===== src/rtl/seq_multiplier_if.sv =====
// Start/busy/done handshake bundle between the calculator control FSM and the
// iterative multiplier.
interface seq_multiplier_if #(
  parameter int A_W = 10,
  parameter int B_W = 10,
  parameter int P_W = 20
);
  logic           start;
  logic           signed_mode;
  logic [A_W-1:0] a;
  logic [B_W-1:0] b;
  logic           busy;
  logic           done;
  logic [P_W-1:0] product;
  logic           overflow;

  modport master (
    output start, signed_mode, a, b,
    input  busy, done, product, overflow
  );

  modport slave (
    input  start, signed_mode, a, b,
    output busy, done, product, overflow
  );
endinterface


===== src/rtl/seq_multiplier.sv =====
// Radix-2 shift-add multiplier: one multiplier bit per clock on operand
// magnitudes, sign applied at the end, optional truncation with overflow flag.
module seq_multiplier #(
  parameter int A_W = 10,
  parameter int B_W = 10,
  parameter int P_W = 20
) (
  input  logic clk,
  input  logic rst,
  seq_multiplier_if.slave bus
);
  localparam int N     = A_W + B_W;
  localparam int CNT_W = (B_W > 1) ? $clog2(B_W) : 1;
  localparam logic [CNT_W-1:0] LAST = CNT_W'(B_W - 1);

  localparam logic [1:0] IDLE   = 2'd0;
  localparam logic [1:0] RUN    = 2'd1;
  localparam logic [1:0] FINISH = 2'd2;

  logic [1:0]       state;
  logic [N-1:0]     mcand;
  logic [B_W-1:0]   mplier;
  logic [N-1:0]     acc;
  logic             neg;
  logic             sm;
  logic [CNT_W-1:0] cnt;
  logic [P_W-1:0]   product_q;
  logic             ovf_q;
  logic             done_q;

  logic [A_W-1:0]   a_mag;
  logic [B_W-1:0]   b_mag;
  logic [N-1:0]     full;
  logic signed [N-1:0] full_hi;
  logic             ovf;

  // Magnitudes of the most negative values still fit as unsigned A_W/B_W bits.
  always_comb begin
    a_mag = bus.a;
    b_mag = bus.b;
    if (bus.signed_mode && bus.a[A_W-1]) a_mag = -bus.a;
    if (bus.signed_mode && bus.b[B_W-1]) b_mag = -bus.b;
  end

  // Signed fit: every bit from P_W-1 upward must equal the sign bit.
  always_comb begin
    full    = neg ? -acc : acc;
    full_hi = $signed(full) >>> (P_W - 1);
    if (sm) ovf = (full_hi != '0) && (full_hi != '1);
    else    ovf = (full >> P_W) != '0;
  end

  always_ff @(posedge clk) begin
    if (rst) begin
      state     <= IDLE;
      mcand     <= '0;
      mplier    <= '0;
      acc       <= '0;
      neg       <= 1'b0;
      sm        <= 1'b0;
      cnt       <= '0;
      product_q <= '0;
      ovf_q     <= 1'b0;
      done_q    <= 1'b0;
    end else begin
      done_q <= 1'b0;
      case (state)
        IDLE: begin
          if (bus.start) begin
            mcand  <= N'(a_mag);
            mplier <= b_mag;
            acc    <= '0;
            cnt    <= '0;
            sm     <= bus.signed_mode;
            neg    <= bus.signed_mode & (bus.a[A_W-1] ^ bus.b[B_W-1]);
            state  <= RUN;
          end
        end
        RUN: begin
          if (mplier[0]) acc <= acc + mcand;
          mcand  <= mcand << 1;
          mplier <= mplier >> 1;
          cnt    <= cnt + CNT_W'(1);
          if (cnt == LAST) state <= FINISH;
        end
        FINISH: begin
          product_q <= full[P_W-1:0];
          ovf_q     <= ovf;
          done_q    <= 1'b1;
          state     <= IDLE;
        end
        default: state <= IDLE;
      endcase
    end
  end

  assign bus.busy     = (state != IDLE);
  assign bus.done     = done_q;
  assign bus.product  = product_q;
  assign bus.overflow = ovf_q;
endmodule


===== src/flat_wrapper.sv =====
// flat-port wrapper written by rule: the top's interface ports become plain ports
module seq_multiplier_flat 
#(
  parameter int A_W = 10,
  parameter int B_W = 10,
  parameter int P_W = 20
)
  (clk, rst, bus_start, bus_signed_mode, bus_a, bus_b, bus_busy, bus_done, bus_product, bus_overflow);
  seq_multiplier_if #(.A_W(A_W), .B_W(B_W), .P_W(P_W)) bus_i ();
  input  logic clk;
  input  logic rst;
  input wire logic [$bits(bus_i.start)-1:0] bus_start;
  input wire logic [$bits(bus_i.signed_mode)-1:0] bus_signed_mode;
  input wire logic [$bits(bus_i.a)-1:0] bus_a;
  input wire logic [$bits(bus_i.b)-1:0] bus_b;
  output wire logic [$bits(bus_i.busy)-1:0] bus_busy;
  output wire logic [$bits(bus_i.done)-1:0] bus_done;
  output wire logic [$bits(bus_i.product)-1:0] bus_product;
  output wire logic [$bits(bus_i.overflow)-1:0] bus_overflow;
  assign bus_i.start = bus_start;
  assign bus_i.signed_mode = bus_signed_mode;
  assign bus_i.a = bus_a;
  assign bus_i.b = bus_b;
  assign bus_busy = bus_i.busy;
  assign bus_done = bus_i.done;
  assign bus_product = bus_i.product;
  assign bus_overflow = bus_i.overflow;
  seq_multiplier #(.A_W(A_W), .B_W(B_W), .P_W(P_W)) u_core (.clk(clk), .rst(rst), .bus(bus_i));
endmodule

===== config.mk =====
export PLATFORM = sky130hd
export DESIGN_NAME = seq_multiplier_flat
export DESIGN_NICKNAME = d
export VERILOG_FILES = /design/src/rtl/seq_multiplier_if.sv /design/src/rtl/seq_multiplier.sv /design/src/flat_wrapper.sv
export SDC_FILE = /design/constraint.sdc
export NUM_CORES = 1
export LEC_CHECK = 0
export ABC_AREA = 1
export CORE_ASPECT_RATIO = 1.25
export CORE_MARGIN = 5
export CORE_UTILIZATION = 45
export CTS_BUF_LIST = sky130_fd_sc_hd__clkbuf_8
export DETAILED_ROUTE_END_ITERATION = 8
export DONT_BUFFER_PORTS = 1
export HOLD_SLACK_MARGIN = 0.1
export MAX_ROUTING_LAYER = met4
export PLACE_DENSITY = 0.58
export SLEW_MARGIN = 40
export SYNTH_ARGS = -nofsm -noshare
export SYNTH_HDL_FRONTEND = slang
export SYNTH_SLANG_ARGS = --single-unit

===== constraint.sdc =====
create_clock -name clk -period 3.2 [get_ports clk]
set_input_delay 0.64 -clock clk [delete_from_list [all_inputs] [get_ports clk]]
set_output_delay 0.64 -clock clk [all_outputs]
set_load 0.02 [all_outputs]

==> results of run 1 <==
==> sequential cells by signal, indices dropped and copies added, names as in the netlist <==
register	flops
u_core.acc	20
u_core.bus.product	20
u_core.mcand	20
u_core.mplier	10
u_core.cnt	4
u_core.state	2
u_core.bus.done	1
u_core.neg	1
==> cell type report <==
cell class | instances | area share (%)
clock buffer | 9 | 2.29
sequential | 78 | 28.8
tap | 135 | 3.12
clock inverter | 7 | 1.92
multi-input combinational | 583 | 57.2
timing repair buffer | 1 | 0.139
inverter | 93 | 6.49
==> synth_stat cells, types with 2 or more instances <==
library cell  number  share of area [%]
a21o_1             3               0.44
a21oi_1           57                5.5
a21oi_2            4               0.68
a22oi_1           18                2.6
a31oi_1            9                1.1
buf_2             11                1.1
buf_4              4               0.58
buf_6              2               0.44
clkbuf_1           8               0.58
dfxtp_1           78                 30
ha_1              24                5.8
inv_1             86                6.3
inv_2              6               0.44
nand2_1          199                 14
nand2_2           11                1.3
nand2_4            2               0.44
nand3_1           58                5.6
nand3_2            8                1.6
nand3b_1           7                1.0
nand4_1            8               0.97
nor2_1            86                6.3
nor2_2             8               0.97
nor2_4             3               0.66
nor3_1             3               0.29
nor3_2             2               0.39
nor3_4             2               0.63
o211ai_1           4               0.58
o21ai_0           28                2.7
o21ai_1            6               0.58
o221ai_1           2               0.34
o22ai_1            3               0.36
or2_2              3               0.36
xnor2_1            5               0.85
xor2_1             9                1.5
==> final timing paths <==
kind                          from               end  slack [ns]  cells after the start
setup / recovery     u_core.acc[0]     u_core.acc[6]        1.23                      9
hold / removal                 rst  u_core.mplier[7]        0.33                      1
setup reg to reg     u_core.acc[0]     u_core.acc[6]        1.23                      9
hold reg to reg   u_core.mplier[9]  u_core.mplier[9]        0.47                      2
==> cell families after synthesis <==
family,Yosys count,synth area share (%)
fa+ha+maj,25,6.22
xor+xnor,14,2.38
simple gates,403,35.4
flops,78,30.3
buf+inv,119,9.59
other cells,1,0.0728
compound gates,140,16.0
==> metal layers <==
metal	vias up	share of wire [%]
met5	-	0
met4	0	3.4
met3	27	3.3
met2	90	52
met1	2169	42
li1	2522	-
==> where the power goes <==
group	switching (mW)	total, mW	internal [mW]
Sequential	0.0309	1.03	0.999
Combinational	0.155	0.224	0.0690
Clock	0.411	0.861	0.450
Total	0.597	2.11	1.52
==> worst register-to-register path: cells and delay by family, from the launching register on <==
| family | cells | cell delay [ns] |
|---|---|---|
| flops | 1 | 0.33 |
| fa+ha+maj | 2 | 0.76 |
| compound gates | 1 | 0.06 |
| simple gates | 6 | 0.71 |
==> metrics by stage <==
| step | instance area [sq um] | util [%] |
|---|---|---|
| floorplan | 5150 | - |
| global placement | 5190 | 46.6 |
| detailed placement | 5190 | 46.6 |
| CTS | 5420 | 48.6 |
| global route | 5420 | 48.6 |
| finish | 5420 | 48.6 |
==> impl_metrics.csv, run 1 <==
group,metric,value,unit
sta,grt_setup_unrepaired,"false",
final_layout,final_cell_mix,"199 x nand2_1, 86 x inv_1, 86 x nor2_1",
logic_synthesis,ys_seq_area_share,30.3,%
logic_synthesis,synthesis.area,0.00515,sq mm
route,antenna_left,0,
die,die_w,106,um
clock_tree,cts_buffers,9,
critical_path,max_stage_delay,0.48,ns
placement,pre_cts_slack,1.23,ns
critical_path,cp_slowest_cell,"fa_1",
logic_synthesis,synth_seq_cells,78,
sta,fin_crit,1.97,ns
final_layout,antenna_cells,0,
route,vias,4808,
logic_synthesis,async_flop_share,0,%
logic_synthesis,netlist_instances,780,
die,io_pins,47,
critical_path,start_kind,"flop",
run_status,outcome,"completed",
final_layout,final_common_cell,"nand2_1",
critical_path,cp_top_family,"adder cells",
die,core-area,0.0111,sq mm
clock_tree,cts_tree,"yes",
global_routing,grt_pass1_wl,22000,um
sta,slew_headroom,58.7,%
clock_tree,cts_root_buffer,"clkbuf_8",
clock_tree,cts_hold_buffers,0,
pwr,p_per_area,390,mW/mm^2
pwr,total_power,2.11,mW
sta,finalHoldViolCount,0,
final_layout,fillers,1158,
die,die_h,130,um
die,dieArea,0.0137,sq mm
sta,worst_slew_pin_slew,0.619,ns
die,rows,43,
logic_synthesis,yosys_warnings,0,
clock_tree,cts_setup_buffers,0,
placement,dp_cells,890,
global_routing,met3_usage,3.39,%
route,drt-pass1-iter-count,5,
sta,fin_skew,0.00985,ns
sta,holdWs,0.331,ns
global_routing,grt_max_degree,63,
global_routing,met1_usage,22.1,%
critical_path,worst-setup-path-type,"flop to flop",
placement,io_buffers,0,
global_routing,gr-usage-all-layers,20.5,%
logic_synthesis,synth_edf_count,0,
global_routing,gr-usage-met2,37.6,%
critical_path,path_max_fanout,4,
global_routing,grt.overflow.total,0,
logic_synthesis,ys.flop_type,"dfxtp_1",
final_layout,final_nets,815,
sta,setup_viol,0,
critical_path,critPathArrivalTime,2.23,ns
clock_tree,cts.sinks,78,
final_layout,instances_no_fill,906,
pwr,p_leak,2.56,nW
final_layout,post_route_cells_drive_above_1_share,9.08,%
route,viasPerCell,5.31,
clock_tree,clock_path_buffers,2,
critical_path,worst_ep_required_time,3.46,ns
global_routing,grt-busiest-layer,"met2",
sta,timing.final.ws_setup,1.23,ns
placement,gp_congestion,0.873,
run,maxCapViolCount,0,
placement,dp_hpwl,10400,um
final_layout,multi_input_area,0.00310,sq mm
critical_path,cp_cell_sequence,"ha_1 > fa_1 > nand3_1 > nand3_2 > nand2_1 > nand2_1 > or2_2 > nand3_1 > a21oi_1",
sta,fin_tns_setup,0,ns
final_layout,seq_area,0.00156,sq mm
logic_synthesis,synth.avg_cell_area,6.61,sq um
clock_tree,clock_latency,0.36,ns
clock_tree,htreeDepth,3,
route,routed_wl,13300,um
final_layout,syn_to_final_growth,5.07,%
pwr,ir_drop,0.184,mV
clock_tree,clkTransAtPathRegs,0.09,ns
logic_synthesis,ys_types,47,
clock_tree,ctsResizeCount,0,
global_routing,antenna_found_initial,0,
global_routing,grt_pass1_vias,4713,
route,drc_errors,0,
worst_hold_path,worstHoldPathType,"input pin to flop",
route,wl_per_cell,14.7,um
sta,fmax,0.507,GHz
sta,fin_crit_sh,61.7,%
sta,slew_violations,0,
die,initial_core_util,46.3,%
critical_path,critPathBufInv,0,
critical_path,end_kind,"flop",
route,drt_iter0_drc,194,
logic_synthesis,syn-num-nets,829,
(Power assumes the default switching activity.)
==> run 2: changes to the inputs <==
--- a/config.mk
+++ b/config.mk
@@ -14,7 +14,7 @@
 export DONT_BUFFER_PORTS = 1
 export HOLD_SLACK_MARGIN = 0.1
 export MAX_ROUTING_LAYER = met4
-export PLACE_DENSITY = 0.58
+export PLACE_DENSITY = 0.6
 export SLEW_MARGIN = 40
 export SYNTH_ARGS = -nofsm -noshare
 export SYNTH_HDL_FRONTEND = slang
==> constraint.sdc (replaced) <==
create_clock -name clk -period 1.6 [get_ports clk]
set_input_delay 0.32 -clock clk [delete_from_list [all_inputs] [get_ports clk]]
set_output_delay 0.32 -clock clk [all_outputs]
set_load 0.02 [all_outputs]
==> impl_metrics.csv, run 2 (synthesis gave the netlist of run 1 again) <==
group,metric,value,unit
run_status,outcome,"finished with violations",
run_status,violations,"negative setup slack",
die,dieArea,0.0137,sq mm
clock_tree,htreeDepth,3,
clock_tree,cts_tree,"yes",
die,initial_core_util,46.3,%
critical_path,end_kind,"flop",
clock_tree,clock_latency,0.37,ns
sta,slew_headroom,66.2,%
route,antenna_left,0,
die,rows,43,
route,vias,5234,
route,drt_iter0_drc,219,
sta,timing.final.ws_setup,-0.176,ns
clock_tree,clock_path_buffers,2,
critical_path,worst_ep_required_time,1.86,ns
clock_tree,cts_buffers,9,
sta,setup_viol,10,
global_routing,gr-usage-all-layers,22.7,%
global_routing,grt_max_degree,63,
sta,fmax,0.563,GHz
sta,finalHoldViolCount,0,
sta,holdWs,0.00190,ns
final_layout,antenna_cells,0,
pwr,p_per_area,679,mW/mm^2
final_layout,final_common_cell,"nand2_1",
pwr,total_power,4.46,mW
sta,worst_slew_pin_slew,0.506,ns
critical_path,start_kind,"flop",
route,wl_per_cell,15.1,um
final_layout,syn_to_final_growth,27.5,%
final_layout,final_nets,889,
route,routed_wl,14800,um
die,die_h,130,um
critical_path,reg2reg_depth,9,
pwr,p_leak,3.06,nW
die,die_w,106,um
die,core-area,0.0111,sq mm
global_routing,grt.overflow.total,0,
route,drt-pass1-iter-count,5,
global_routing,grt_pass1_wl,24200,um
clock_tree,cts_hold_buffers,1,
final_layout,post_route_cells_drive_above_1_share,28.0,%
sta,fin_skew,0.0116,ns
placement,gp_congestion,0.917,
sta,slew_violations,0,
placement,dp_hpwl,11300,um
route,drc_errors,0,
worst_hold_path,worstHoldPathType,"input pin to flop",
placement,io_buffers,0,
critical_path,critPathArrivalTime,2.04,ns
final_layout,post-route-util,59.0,%
final_layout,final_cell_mix,"175 x nand2_1, 85 x inv_1, 80 x nor2_1",
die,io_pins,47,
clock_tree,clkTransAtPathRegs,0.09,ns
route,viasPerCell,5.34,
pwr,ir_drop,0.451,mV
sta,grt_setup_unrepaired,"true",
clock_tree,cts.sinks,78,
global_routing,antenna_found_initial,0,
sta,fin_crit_sh,111,%
worst_hold_path,worstHoldPathCells,1,
critical_path,path_max_fanout,3,
clock_tree,cts_root_buffer,"clkbuf_8",
global_routing,grt_pass1_vias,5301,
critical_path,worst-setup-path-type,"flop to flop",
run,maxCapViolCount,0,
sta,fin_crit,1.78,ns
run 2: cell count changes in the layout (fill, tap and decap cells not counted), sizes merged:
cell / previous run / this run
dlygate4sd3: 0 / 1
clkinv: 0 / 2
clkinvlp: 2 / 0
buf: 1 / 74
run 2: power breakdown:
group          switching (mW)  internal [mW]
Combinational           0.390          0.279
Sequential             0.0551           2.00
Clock                   0.841          0.901
Total                    1.29           3.18
run 2: worst paths after layout:
path | slack, ns | end | startpoint
worst max-delay path | -0.18 | u_core.acc[4] | u_core.acc[0]
worst min register to register | 0.47 | u_core.mplier[9] | u_core.mplier[9]
worst min-delay path | 0.002 | u_core.mplier[7] | rst
worst max register to register | -0.18 | u_core.acc[4] | u_core.acc[0]
run 2: worst max-delay path: stages, from the launching register on:
cell	delay, ns
dfxtp_2	0.35
ha_4	0.17
fa_2	0.42
nand3_2	0.10
nand3_4	0.09
buf_4	0.15
buf_4	0.13
o21ai_1	0.11
a21o_1	0.10
a21oi_1	0.05
run 2: metrics by stage:
step / instances / setup TNS [ns] / setup slack (ns) / cell area, sq um
after floorplan: 780 / -0.0365 / -0.0365 / 5180
after global placement: 958 / -0.527 / -0.0914 / 5750
after detailed placement: 958 / -0.860 / -0.109 / 5750
after CTS: 975 / -0.323 / -0.0717 / 6210
after global routing: 980 / -2.53 / -0.243 / 6570
final: 980 / -1.01 / -0.176 / 6570
run 2: layout make-up:
cell class              instances  area, sq um
clock buffers                   9          124
well taps                     135          169
flip-flops and latches         78         1600
multi-input cells             583         3610
clock inverters                 7          104
repair buffers                 75          613
inverters                      93          354
fillers                      1070         4570
run 2: metal layers:
layer	part of all wire, %	routed length, um	track usage (%)	up-vias
met3	3.8	559	3.24	40
li1	-	-	-	2674
met2	52	7640	40.7	120
met4	4.5	668	12.1	0
met1	40	5910	24.2	2400
met5	0	0	-	-
run 2: timing repair:
action / in CTS / in global routing
buffers inserted: 0 / 5
setup endpoints to repair: 16 / 31
pin swaps: 8 / 26
endpoints found under the hold margin: 57 / 55
resized for setup: 41 / 82
